**src/rtl/usb_rx_bit_sampler.sv**
```systemverilog
// usb_rx_bit_sampler: edge re-phased mid-bit sampling, NRZI decode and bit unstuffing
// for the USB receive path; emits per-bit and per-byte strobes plus a sticky stuff error.
module usb_rx_bit_sampler #(
  parameter int CLKS_PER_BIT = 8,
  parameter int SAMPLE_POINT = 3,
  parameter int STUFF_LIMIT  = 6
) (
  input  logic clk,
  input  logic n_rst,
  input  logic d_plus_sync,
  input  logic d_edge,
  input  logic rcving,
  output logic d_orig,
  output logic bit_valid,
  output logic byte_received,
  output logic stuff_err
);
  localparam int PW = $clog2(CLKS_PER_BIT);
  localparam int OW = $clog2(STUFF_LIMIT + 1);
  logic [PW-1:0] r_phase;
  logic          r_prev;
  logic [OW-1:0] r_ones;
  logic [2:0]    r_bit_cnt;
  logic          w_sample;
  logic          w_dec;
  logic          w_full;
  assign w_sample = r_phase == PW'(SAMPLE_POINT);
  assign w_dec    = ~(d_plus_sync ^ r_prev);
  assign w_full   = r_ones == OW'(STUFF_LIMIT);
  always_ff @(posedge clk or negedge n_rst) begin
    if (!n_rst) begin
      r_phase       <= '0;
      r_prev        <= 1'b1;
      r_ones        <= '0;
      r_bit_cnt     <= '0;
      d_orig        <= 1'b1;
      bit_valid     <= 1'b0;
      byte_received <= 1'b0;
      stuff_err     <= 1'b0;
    end else if (!rcving) begin
      r_phase       <= '0;
      r_prev        <= 1'b1;
      r_ones        <= '0;
      r_bit_cnt     <= '0;
      d_orig        <= 1'b1;
      bit_valid     <= 1'b0;
      byte_received <= 1'b0;
      stuff_err     <= 1'b0;
    end else begin
      r_phase       <= (d_edge || r_phase == PW'(CLKS_PER_BIT - 1)) ? '0 : r_phase + 1'b1;
      bit_valid     <= 1'b0;
      byte_received <= 1'b0;
      if (w_sample) begin
        r_prev <= d_plus_sync;
        // a full run of ones means this bit is either the stuffed zero or a violation
        if (w_full && !w_dec)
          r_ones <= '0;
        else if (w_full)
          stuff_err <= 1'b1;
        else begin
          d_orig        <= w_dec;
          bit_valid     <= 1'b1;
          byte_received <= r_bit_cnt == 3'd7;
          r_bit_cnt     <= r_bit_cnt + 1'b1;
          r_ones        <= w_dec ? r_ones + 1'b1 : '0;
        end
      end
    end
  end
endmodule

```
**config.mk**
```make
export PLATFORM = sky130hd
export DESIGN_NAME = usb_rx_bit_sampler
export DESIGN_NICKNAME = d
export VERILOG_FILES = /design/src/rtl/usb_rx_bit_sampler.sv
export SDC_FILE = /design/constraint.sdc
export NUM_CORES = 1
export LEC_CHECK = 0
export ABC_AREA = 1
export CORE_MARGIN = 5
export CORE_UTILIZATION = 41
export CTS_CLUSTER_DIAMETER = 40
export DETAILED_ROUTE_END_ITERATION = 16
export GPL_TIMING_DRIVEN = 0
export REMOVE_ABC_BUFFERS = 1
export SYNTH_ARGS = -nofsm -noshare
export SYNTH_HDL_FRONTEND = slang
export SYNTH_SLANG_ARGS = --single-unit
```
**constraint.sdc**
```tcl
create_clock -name clk -period 3 [get_ports clk]
set_clock_uncertainty 0.15 [all_clocks]
set_input_delay 0.45 -clock clk [delete_from_list [all_inputs] [get_ports clk]]
set_output_delay 0.45 -clock clk [all_outputs]
set_load 0.02 [all_outputs]
```
Yosys cells after proc, flatten, opt, wreduce, memory -nomap -nowiden
Cells that the tools add are included.
Word-level totals
  bits in registers: 14
  latch bits: 0
  memory bits (writable): 0
  memory bits (read-only): 0
  bits of input ports: 5
  output and inout bits: 4
  logic and storage cells: 56
  memories: 0
Operators by class
  $add $sub $neg: 3
  multiply operators: 0
  divide/modulo/power cells: 0
  $lt $le $gt $ge: 0
  equal/unequal tests: 9
  shift-type cells: 0
  mux-type cells: 29
  bitwise logic cells: 2
  reductions and logical operators: 5
Operator list (count)
  two-way mux 3 bit: 11
  two-way mux 1 bit: 18
  adder 3 x 1 -> 3 bit (second input constant): 3
  == test 3 bit (second input constant): 3
  AND reduction 3 bit: 2
  != test 2 x 1 -> 1 bit (second input constant): 2
  != test 2 bit (second input constant): 2
  == test 3 x 2 -> 1 bit (second input constant): 1
  != test 3 x 2 -> 1 bit (second input constant): 1
  AND reduction 2 bit: 1
  logical AND 1 bit: 1
  logical OR 1 bit: 1
  inverter 1 bit: 1
  bitwise XOR 1 bit: 1

Longest topological paths before layout
Gate-level depths: netlist of run 1.
  word-level depth: 6
  depth in mapped cells: 8
  mapped depth without buffers: 8

Worst setup path after synthesis of run 1
OpenSTA, ideal clock, no wires.
  path kind: register to register
  from: reg r_phase[0]
  to: reg r_ones[0]
  setup time: 0.117 ns
  arrival: 1.279 ns
  required time: 2.733 ns
  slack: 1.455 ns
  stages on the path, launching flop included: 9
  buffers on the path: 0
  clock period less this slack: 1.545 ns
  cells stage by stage: dfrtp_1 -> ha_1 -> ha_1 -> inv_1 -> nand2_1 -> nand2_1 -> nand2_1 -> nand2_1 -> nand2_1
Between the ends
  word-level cells in the longest chain between the ends: 3
RTL lines
  start: declaration: line 20  | logic [PW-1:0] r_phase;
  start signal: assignment: line 50  | r_phase <= (d_edge || r_phase == PW'(CLKS_PER_BIT - 1)) ? '0 : r_phase + 1'b1;
  == test 3 x 2 -> 1 bit: line 27  | assign w_sample = r_phase == PW'(SAMPLE_POINT);
  != test 2 x 1 -> 1 bit (no source line)
  AND reduction 2 bit (no source line)
  end signal: assignment: line 65  | r_ones <= w_dec ? r_ones + 1'b1 : '0;
  end: declaration: line 22  | logic [OW-1:0] r_ones;
Every way passes these cells.
A chain may end at the register's enable or synchronous reset.

Worst setup path after layout of run 1
  from: reg d_orig
  to: out d_orig
RTL lines
  start: declaration: line 13  | output logic d_orig,
  start signal: assignment: line 61  | d_orig <= w_dec;
No word-level cell between the ends.

==> results of run 1 <==
## placed cells by master, fill, tap and decap left out
| cell | count |
|---|---|
| sky130_fd_sc_hd__nand3_1 | 8 |
| sky130_fd_sc_hd__nand2_1 | 24 |
| sky130_fd_sc_hd__nor2_1 | 7 |
| sky130_fd_sc_hd__dfrtp_1 | 12 |
| sky130_fd_sc_hd__clkbuf_4 | 3 |
| sky130_fd_sc_hd__clkdlybuf4s50_1 | 8 |
| sky130_fd_sc_hd__nor2_2 | 3 |
| sky130_fd_sc_hd__ha_1 | 7 |
| sky130_fd_sc_hd__a21oi_1 | 3 |
| sky130_fd_sc_hd__dfstp_2 | 2 |
| sky130_fd_sc_hd__o21ai_0 | 3 |
| sky130_fd_sc_hd__inv_2 | 1 |
| sky130_fd_sc_hd__or3_4 | 1 |
| sky130_fd_sc_hd__nor2_4 | 1 |
| sky130_fd_sc_hd__inv_1 | 11 |
| sky130_fd_sc_hd__clkbuf_1 | 1 |
## area by class of cell
type                    count  area share
clock buffers               4      0.0313
inverters                  12      0.0536
multi-input cells          57       0.375
flip-flops and latches     14       0.420
well taps                  17      0.0253
repair buffers              8      0.0952
## power by group
part | switching (uW) | internal [uW] | total, uW | leakage (uW)
sequential | 4.33 | 195 | 199 | 0.000186
clock | 56.4 | 51.5 | 108 | 0.0000150
combinational | 20.7 | 13.6 | 34.3 | 0.000226
total | 81.5 | 260 | 342 | 0.000427
## cells by family after synthesis
group | after synthesis
AND/OR/NAND/NOR | 44
flip-flops | 14
buffers and inverters | 12
adder cells (fa/ha/maj) | 7
AO/OA/AOI/OAI | 6
## state kept, by name, indices dropped and copies added (netlist names)
| signal | flops |
|---|---|
| r_bit_cnt | 3 |
| r_ones | 3 |
| r_phase | 3 |
| bit_valid | 1 |
| byte_received | 1 |
| d_orig | 1 |
| r_prev | 1 |
| stuff_err | 1 |
## per-layer routing
layer | share of wire | vias to the layer above
met3 | 0.025 | 4
met1 | 0.50 | 241
met5 | 0 | -
met4 | 0.021 | 0
li1 | - | 283
met2 | 0.45 | 5
## through the flow
step                setup WS [ns]  hold WS, ns  cell area [sq um]   util
finish                      0.996        0.290                841  0.498
global route                0.947        0.311                841  0.498
CTS                         0.968        0.292                841  0.498
detailed placement           1.10        0.281                815  0.482
global placement             1.11        0.282                815  0.482
floorplan                    1.45      0.00441                713      -
## synth_stat cells, drive strengths merged
master  count  share of area
dfstp       2          0.074
dfrtp      12           0.42
o21ai       3          0.021
or3         1          0.016
inv        12          0.063
a21oi       3          0.021
ha          7           0.12
nand2      24           0.13
nand3       8          0.056
nor2       11          0.079
## how the worst max path moves through the flow
stage / to / depth (start not counted) / startpoint
floorplan: r_ones[0] / 8 / r_phase[0]
global placement: r_ones[2] / 6 / rcving
detailed placement: r_ones[2] / 6 / rcving
CTS: d_orig / 1 / d_orig
global route: d_orig / 1 / d_orig
finish: d_orig / 1 / d_orig
==> impl_metrics.toml, run 1 <==
[setup_path]
cell_with_the_largest_stage_delay_on_the_worst_path = "sky130_fd_sc_hd__clkdlybuf4s50_1"
rr_startpoint = "r_phase[0]"
worstSetupPathType = "flip-flop to output pin"
worst_ep_arrival_time_ns = 1.40
worstReg2RegEnd = "r_ones[1]"
length_in_cells_of_the_worst_reg_to_reg_path = 8
type_of_element_capturing_the_critical_path = "output pin"
critPathMaxStageDelay_ns = 0.60
worst-path-max-fanout = 2
cp_top_family = "buffers and inverters"
reg2reg_setup_slack_ns = 1.30
critPathLaunchType = "flip-flop"
critical_path_required_ns = 2.40
crit_path_cell_trace = "clkdlybuf4s50_1"
cp_num_buf_inv = 1

[logic_synthesis]
synth.area.mux_share = 0
yosys.area_share.simple = 0.277
synth_xor_area_frac = 0
synth_sequential_area_ratio = 0.495
yosys.area_share.adder = 0.123
synth.ff_latch_count = 14
post_synth_instance_area_sq_um = 713
synth_area_per_cell_sq_um = 8.59
post_syn_instances = 83
main_combinational_cell_family_by_area_after_synthesis = "simple AND/OR/NAND/NOR gates"
yosysWarningCount = 0
synth_compound_gate_area_share = 0.0421
synthDistinctLibCells = 13

[status]
status = "finished, final reports clean"

[power]
worst_ir_drop_on_vdd_mv = 0.258
power_density_nw_per_um2 = 406
leakagePower_uw = 0.000427
total_power_uw = 342

[die]
starting_density_of_the_core = 0.422
fp.dieH_um = 51.7
fp-row-count = 15
die_x_um = 51.7
pin_count = 9
design.core.area_sq_um = 1690
die_area_sq_um = 2670

[hold_path]
hp-class = "flip-flop to flip-flop"
hold_path_depth = 1
min_to = "r_phase[0]"
hold_path_startpoint = "r_phase[0]"

[clock_tree]
cts_hold_repair.buffers = 0
clock_tree.htree_level_count = 1
clockBufferDepth = 2
postCtsSetupRepairBufs = 0
number_of_instances_resized_during_post_cts_repair = 0
tritoncts_num_sinks = 14
tritoncts_clock_tree = "yes"
worstSkewPairLatency_ns = 0.27
cts_made_buffers = 3
clock_tree.root_cell = "sky130_fd_sc_hd__clkbuf_4"
worst_setup_hold_path_clk_slew_ns = 0.07

[route]
routed-via-count = 533
routed_wire_length_per_instance_um = 10.6
wirelength_um = 1180
drc = 0
drt_first_pass_iters = 4
ant_nets = 0
vias_per_cell = 4.76
dr.first_iter.drc_count = 2

[final_layout]
fill_cells = 175
area_of_combinational_cells_with_multiple_inputs_sq_um = 315
num_antenna_cells = 0
layout.cells.non_filler = 112
drive_gt1_frac = 0.116
area.sequential_sq_um = 353
fin_nets = 108
area_growth_syn_to_layout_pct = 17.9

[timing]
worst-slew-pin-transition_ns = 0.617
report.final.slew_viol_count = 0
rsz_0062_raised_after_global_routing = "false"
finalCritPeriodShare = 0.668
timing.max_slew.rel_slack = 0.587
maxClockFrequency_mhz = 499
timing.final.crit_period_ns = 2.00
timing.setup.tns_ns = 0
final_hold_viol_count = 0
number_of_endpoints_failing_setup_at_the_final_stage = 0

[global_routing]
gr_ovfl_total = 0
grt_first_pass_wirelength_um = 2150
track_usage = 0.112
global_route.peak_usage_layer = "met2"
grt_start_max_net_pins = 15
grt_util_met2 = 0.174
vias_in_the_first_global_route = 509
grt_antenna_before_repair = 0
grt_use_met1 = 0.139
global_route.usage.met3 = 0.0287

[placement]
io_buffer_count = 8
place.gp.congestion = 0.745
numPlacedInstances = 108
hpwlAfterDp_um = 934

[flow_run]
max_cap_viol_count = 0
(Power assumes the default switching activity.)
==> run 2: changes to the inputs <==
==> constraint.sdc (replaced) <==
create_clock -name clk -period 1.7 [get_ports clk]
set_clock_uncertainty 0.15 [all_clocks]
set_input_delay 0.255 -clock clk [delete_from_list [all_inputs] [get_ports clk]]
set_output_delay 0.255 -clock clk [all_outputs]
set_load 0.02 [all_outputs]
==> run 2 against run 1 <==
Effect of this change:
- routed wire length up 5.6%
- register-to-register slack worse by 1.2 ns
- die area unchanged
- final area grew 1.9%
- setup slack got worse by 0.91 ns
- non-clock buffer count grew 1
- combinational power rose by 88%
- power rose by 78%
- largest cell class unchanged
- clock power rose by 77%
- highest routed layer unchanged
- critical path depth unchanged
- cell count is 0.89% higher
- count of clock-buffer cells in the layout unchanged
==> impl_metrics.toml, run 2 (synthesized netlist as in run 1, its figures left out) <==
[setup_path]
critPathCapture = "bit_valid"
length_in_cells_of_the_worst_reg_to_reg_path = 8
type_of_element_capturing_the_critical_path = "output pin"
cp_top_family = "buffers and inverters"
worst-path-max-fanout = 1
startpoint = "bit_valid"
crit_path_cell_trace = "clkdlybuf4s50_1"
worst_ep_arrival_time_ns = 1.21
critPathLaunchType = "flip-flop"
worstReg2RegEnd = "r_ones[1]"
rr_startpoint = "r_phase[0]"
reg2reg_setup_slack_ns = 0.12
worstSetupPathType = "flip-flop to output pin"
timing.critical_path.depth = 1
critical_path_required_ns = 1.29
cp_num_buf_inv = 1
critPathMaxStageDelay_ns = 0.60
cell_with_the_largest_stage_delay_on_the_worst_path = "sky130_fd_sc_hd__clkdlybuf4s50_1"

[final_layout]
area_growth_syn_to_layout_pct = 20.2
fin_nets = 109
num_antenna_cells = 0
final_common_cell = "sky130_fd_sc_hd__nand2_1"
drive_gt1_frac = 0.135
layout.cells.non_filler = 113
layout_top_registers = "r_bit_cnt: 3 flops, r_ones: 3 flops, r_phase: 3 flops"
layout_common_cells = "sky130_fd_sc_hd__nand2_1 (23), sky130_fd_sc_hd__dfrtp_1 (12), sky130_fd_sc_hd__inv_1 (11)"

[die]
fp.dieH_um = 51.7
starting_density_of_the_core = 0.422
pin_count = 9
design.core.area_sq_um = 1690
fp-row-count = 15
die_x_um = 51.7
die_area_sq_um = 2670

[global_routing]
track_usage = 0.116
grt_first_pass_wirelength_um = 2230
gr_ovfl_total = 0
grt_antenna_before_repair = 0
grt_start_max_net_pins = 15
vias_in_the_first_global_route = 512

[route]
routed_wire_length_per_instance_um = 11.1
routed-via-count = 542
vias_per_cell = 4.80
wirelength_met1_um = 608
ant_nets = 0
dr.first_iter.drc_count = 7
dr_wl_met2_um = 569
drc = 0
dr.max_layer_used = "met4"
wirelength_um = 1250
met3_wirelength_um = 45
drt_first_pass_iters = 5

[placement]
hpwlAfterDp_um = 934
place.gp.congestion = 0.745
post-place-ws_ns = -0.0135
io_buffer_count = 8
numPlacedInstances = 108

[clock_tree]
clockBufferDepth = 2
worstSkewPairLatency_ns = 0.27
clock_tree.htree_level_count = 1
cts_hold_repair.buffers = 0
clock_tree.root_cell = "sky130_fd_sc_hd__clkbuf_4"
cts_made_buffers = 3
tritoncts_clock_tree = "yes"
worst_setup_hold_path_clk_slew_ns = 0.08
tritoncts_num_sinks = 14

[timing]
report.final.slew_viol_count = 0
worst-slew-pin-transition_ns = 0.637
final_critical_path_setup_slack_ns = 0.0884
timing.final.crit_period_ns = 1.61
final_hold_viol_count = 0
maxClockFrequency_mhz = 621
fin_worst_hold_slack_ns = 0.220
finalCritPeriodShare = 0.948
number_of_endpoints_failing_setup_at_the_final_stage = 0
timing.max_slew.rel_slack = 0.574
rsz_0062_raised_after_global_routing = "false"

[flow_run]
max_cap_viol_count = 0

[power]
total_power_uw = 607
leakagePower_uw = 0.000450
worst_ir_drop_on_vdd_mv = 0.455
power_density_nw_per_um2 = 708

[status]
status = "finished, final reports clean"

[hold_path]
hp-class = "input pin to async pin"
## run 2: changes by cell type in the layout (fill, tap and decap cells not counted)
cell                              before  now
sky130_fd_sc_hd__buf_4                 0    1
sky130_fd_sc_hd__clkdlybuf4s50_1       8    6
sky130_fd_sc_hd__dlygate4sd2_1         0    1
sky130_fd_sc_hd__dlymetal6s2s_1        0    1
sky130_fd_sc_hd__nand2_1              24   23
sky130_fd_sc_hd__nand2_4               0    1
## run 2: timing repair
action | 4_1_cts | 5_1_grt
buffers inserted | 0 | 1
pin swaps | 0 | 1
resized for setup | 2 | 2
setup endpoints to repair | 4 | 4
## run 2: metrics by stage
| stage | cell area [sq um] | setup TNS, ns | util |
|---|---|---|---|
| after floorplan | 713 | 0 | - |
| after global placement | 815 | -0.0230 | 0.482 |
| after detailed placement | 815 | -0.0391 | 0.482 |
| after CTS | 842 | 0 | 0.499 |
| after global routing | 857 | 0 | 0.507 |
| final | 857 | 0 | 0.507 |
## run 2: cell type report
class | instances | area, sq um
Fill cell | 175 | 832
Tap cell | 17 | 21.3
Sequential cell | 14 | 353
Clock buffer | 4 | 26.3
Inverter | 12 | 45.0
Timing Repair Buffer | 9 | 88.8
Multi-Input combinational cell | 57 | 323
## run 2: metal layers
layer | global-route usage | vias to the layer above
met5 | 0 | -
met4 | 0.0655 | 0
met3 | 0.0315 | 4
met2 | 0.184 | 9
met1 | 0.139 | 245
li1 | - | 284
## run 2: worst min path at each step
stage	cells after the start	endpoint	slack (ns)	start
3_3_place_gp	1	r_phase[0]	0.28	r_phase[0]
5_1_grt	1	r_bit_cnt[1]	0.27	n_rst
3_5_place_dp	1	r_phase[0]	0.28	r_phase[0]
4_1_cts	1	r_bit_cnt[1]	0.23	n_rst
2_1_floorplan	0	bit_valid	-0.19	n_rst
6_report	1	stuff_err	0.22	n_rst
## run 2: power by group
group / internal, uW / switching [uW] / leakage (uW)
logic: 26.1 / 38.3 / 0.000248
clock network: 90.9 / 99.6 / 0.0000150
registers: 344 / 7.70 / 0.000186
total: 461 / 146 / 0.000450
==> run 3: changes to the inputs <==
--- a/config.mk
+++ b/config.mk
@@ -7,11 +7,12 @@
 export LEC_CHECK = 0
 export ABC_AREA = 1
 export CORE_MARGIN = 5
-export CORE_UTILIZATION = 41
+export CORE_UTILIZATION = 40
 export CTS_CLUSTER_DIAMETER = 40
 export DETAILED_ROUTE_END_ITERATION = 16
 export GPL_TIMING_DRIVEN = 0
 export REMOVE_ABC_BUFFERS = 1
+export SLEW_MARGIN = 20
 export SYNTH_ARGS = -nofsm -noshare
 export SYNTH_HDL_FRONTEND = slang
 export SYNTH_SLANG_ARGS = --single-unit
==> run 3 against run 2 <==
Effect of this change:
- clock power up 23%
- fmax down 0.56%
- cell count up 7.1%
- routed wire length down 3.1%
- count of clock-buffer cells in the layout unchanged
- largest power group unchanged
==> impl_metrics.toml, run 3 (synthesized netlist as in run 1, its figures left out) <==
[die]
fp.dieH_um = 52.2
starting_density_of_the_core = 0.418
die_area_sq_um = 2730
fp-row-count = 15
design.core.area_sq_um = 1710
pin_count = 9
die_x_um = 52.2

[hold_path]
hp-class = "input pin to async pin"

[timing]
rsz_0062_raised_after_global_routing = "false"
maxClockFrequency_mhz = 617
finalCritPeriodShare = 0.953
timing.setup.tns_ns = 0
timing.final.crit_period_ns = 1.62
final_hold_viol_count = 0
worst-slew-pin-transition_ns = 0.611
timing.max_slew.rel_slack = 0.592
report.final.slew_viol_count = 0
number_of_endpoints_failing_setup_at_the_final_stage = 0

[route]
routed_wire_length_per_instance_um = 10.0
drc = 0
ant_nets = 0
drt_first_pass_iters = 2
routed-via-count = 537
vias_per_cell = 4.44
dr.first_iter.drc_count = 4
wirelength_um = 1210

[final_layout]
layout_top_registers = "r_bit_cnt: 3 flops, r_ones: 3 flops, r_phase: 3 flops"
final_cell_area_sq_um = 872
num_antenna_cells = 0
post-route-util = 0.511
final_common_cell = "sky130_fd_sc_hd__nand2_1"
layout_common_cells = "sky130_fd_sc_hd__nand2_1 (23), sky130_fd_sc_hd__dfrtp_1 (12), sky130_fd_sc_hd__inv_1 (11)"
fin_nets = 109
drive_gt1_frac = 0.156
area_growth_syn_to_layout_pct = 22.3

[clock_tree]
tritoncts_clock_tree = "yes"
cts_made_buffers = 3
clockBufferDepth = 2
worst_setup_hold_path_clk_slew_ns = 0.08
clock_tree.htree_level_count = 1
worstSkewPairLatency_ns = 0.27
tritoncts_num_sinks = 14
cts_hold_repair.buffers = 0
clock_tree.root_cell = "sky130_fd_sc_hd__clkbuf_4"

[global_routing]
grt_start_max_net_pins = 15
grt_first_pass_wirelength_um = 2100
grt_antenna_before_repair = 0
gr_ovfl_total = 0
grt_use_met1 = 0.146
vias_in_the_first_global_route = 523
global_route.usage.met3 = 0.0285
global_route.peak_usage_layer = "met1"
grt_util_met2 = 0.142
track_usage = 0.106

[power]
total_power_uw = 650
power_density_nw_per_um2 = 745
worst_ir_drop_on_vdd_mv = 0.483
leakagePower_uw = 0.000435

[setup_path]
critPathMaxStageDelay_ns = 0.60
type_of_element_capturing_the_critical_path = "output pin"
cell_with_the_largest_stage_delay_on_the_worst_path = "sky130_fd_sc_hd__clkdlybuf4s50_1"
cp_top_family = "buffers and inverters"
worst_ep_arrival_time_ns = 1.22
critPathLaunchType = "flip-flop"
worstSetupPathType = "flip-flop to output pin"
critical_path_required_ns = 1.29
cp_num_buf_inv = 1
crit_path_cell_trace = "clkdlybuf4s50_1"
worst-path-max-fanout = 2

[placement]
io_buffer_count = 8
placement.cell_area_sq_um = 825
hpwlAfterDp_um = 911
place.gp.congestion = 0.787

[flow_run]
max_cap_viol_count = 0

[status]
status = "finished, final reports clean"
==> run 3: final cells by class <==
class,count,area [sq um]
fillers,172,836
flip-flops and latches,14,353
multi-input cells,57,320
repair buffers,9,86.3
inverters,12,45.0
clock buffers,4,36.3
well taps,25,31.3
==> run 3: final timing paths <==
check,to,from,cells after the start,slack [ns]
min reg2reg,r_phase[0],r_phase[0],1,0.30
min,r_bit_cnt[2],n_rst,1,0.21
max reg2reg,r_bit_cnt[0],r_phase[0],8,0.12
min in group clk,r_phase[0],r_phase[0],1,0.30
max in group asynchronous,r_phase[2],n_rst,1,0.80
max,stuff_err,stuff_err,1,0.08
==> run 3: metal layers <==
| metal | vias to the layer above | share of wire |
|---|---|---|
| met4 | 0 | 0.0083 |
| met1 | 247 | 0.50 |
| met3 | 2 | 0.024 |
| met5 | - | 0 |
| li1 | 284 | - |
| met2 | 4 | 0.47 |
==> run 3: timing repair <==
item	4_1_cts	5_1_grt
gates resized for setup	2	1
setup endpoints to repair	4	3
buffers inserted	0	1
pin swaps	0	1
==> run 3: through the flow <==
stage,instances,hold slack [ns],setup slack (ns)
after floorplan,83,-0.191,0.155
after global placement,116,0.285,-0.0151
after detailed placement,116,0.285,-0.0388
after CTS,120,0.224,0.0216
after global routing,121,0.236,0.00660
final,121,0.208,0.0794
==> run 3: power breakdown <==
group / switching [uW] / total [uW] / leakage, uW / internal (uW)
logic: 37.6 / 63.3 / 0.000227 / 25.8
clock network: 105 / 235 / 0.0000210 / 130
registers: 7.63 / 352 / 0.000186 / 344
total: 150 / 650 / 0.000435 / 500
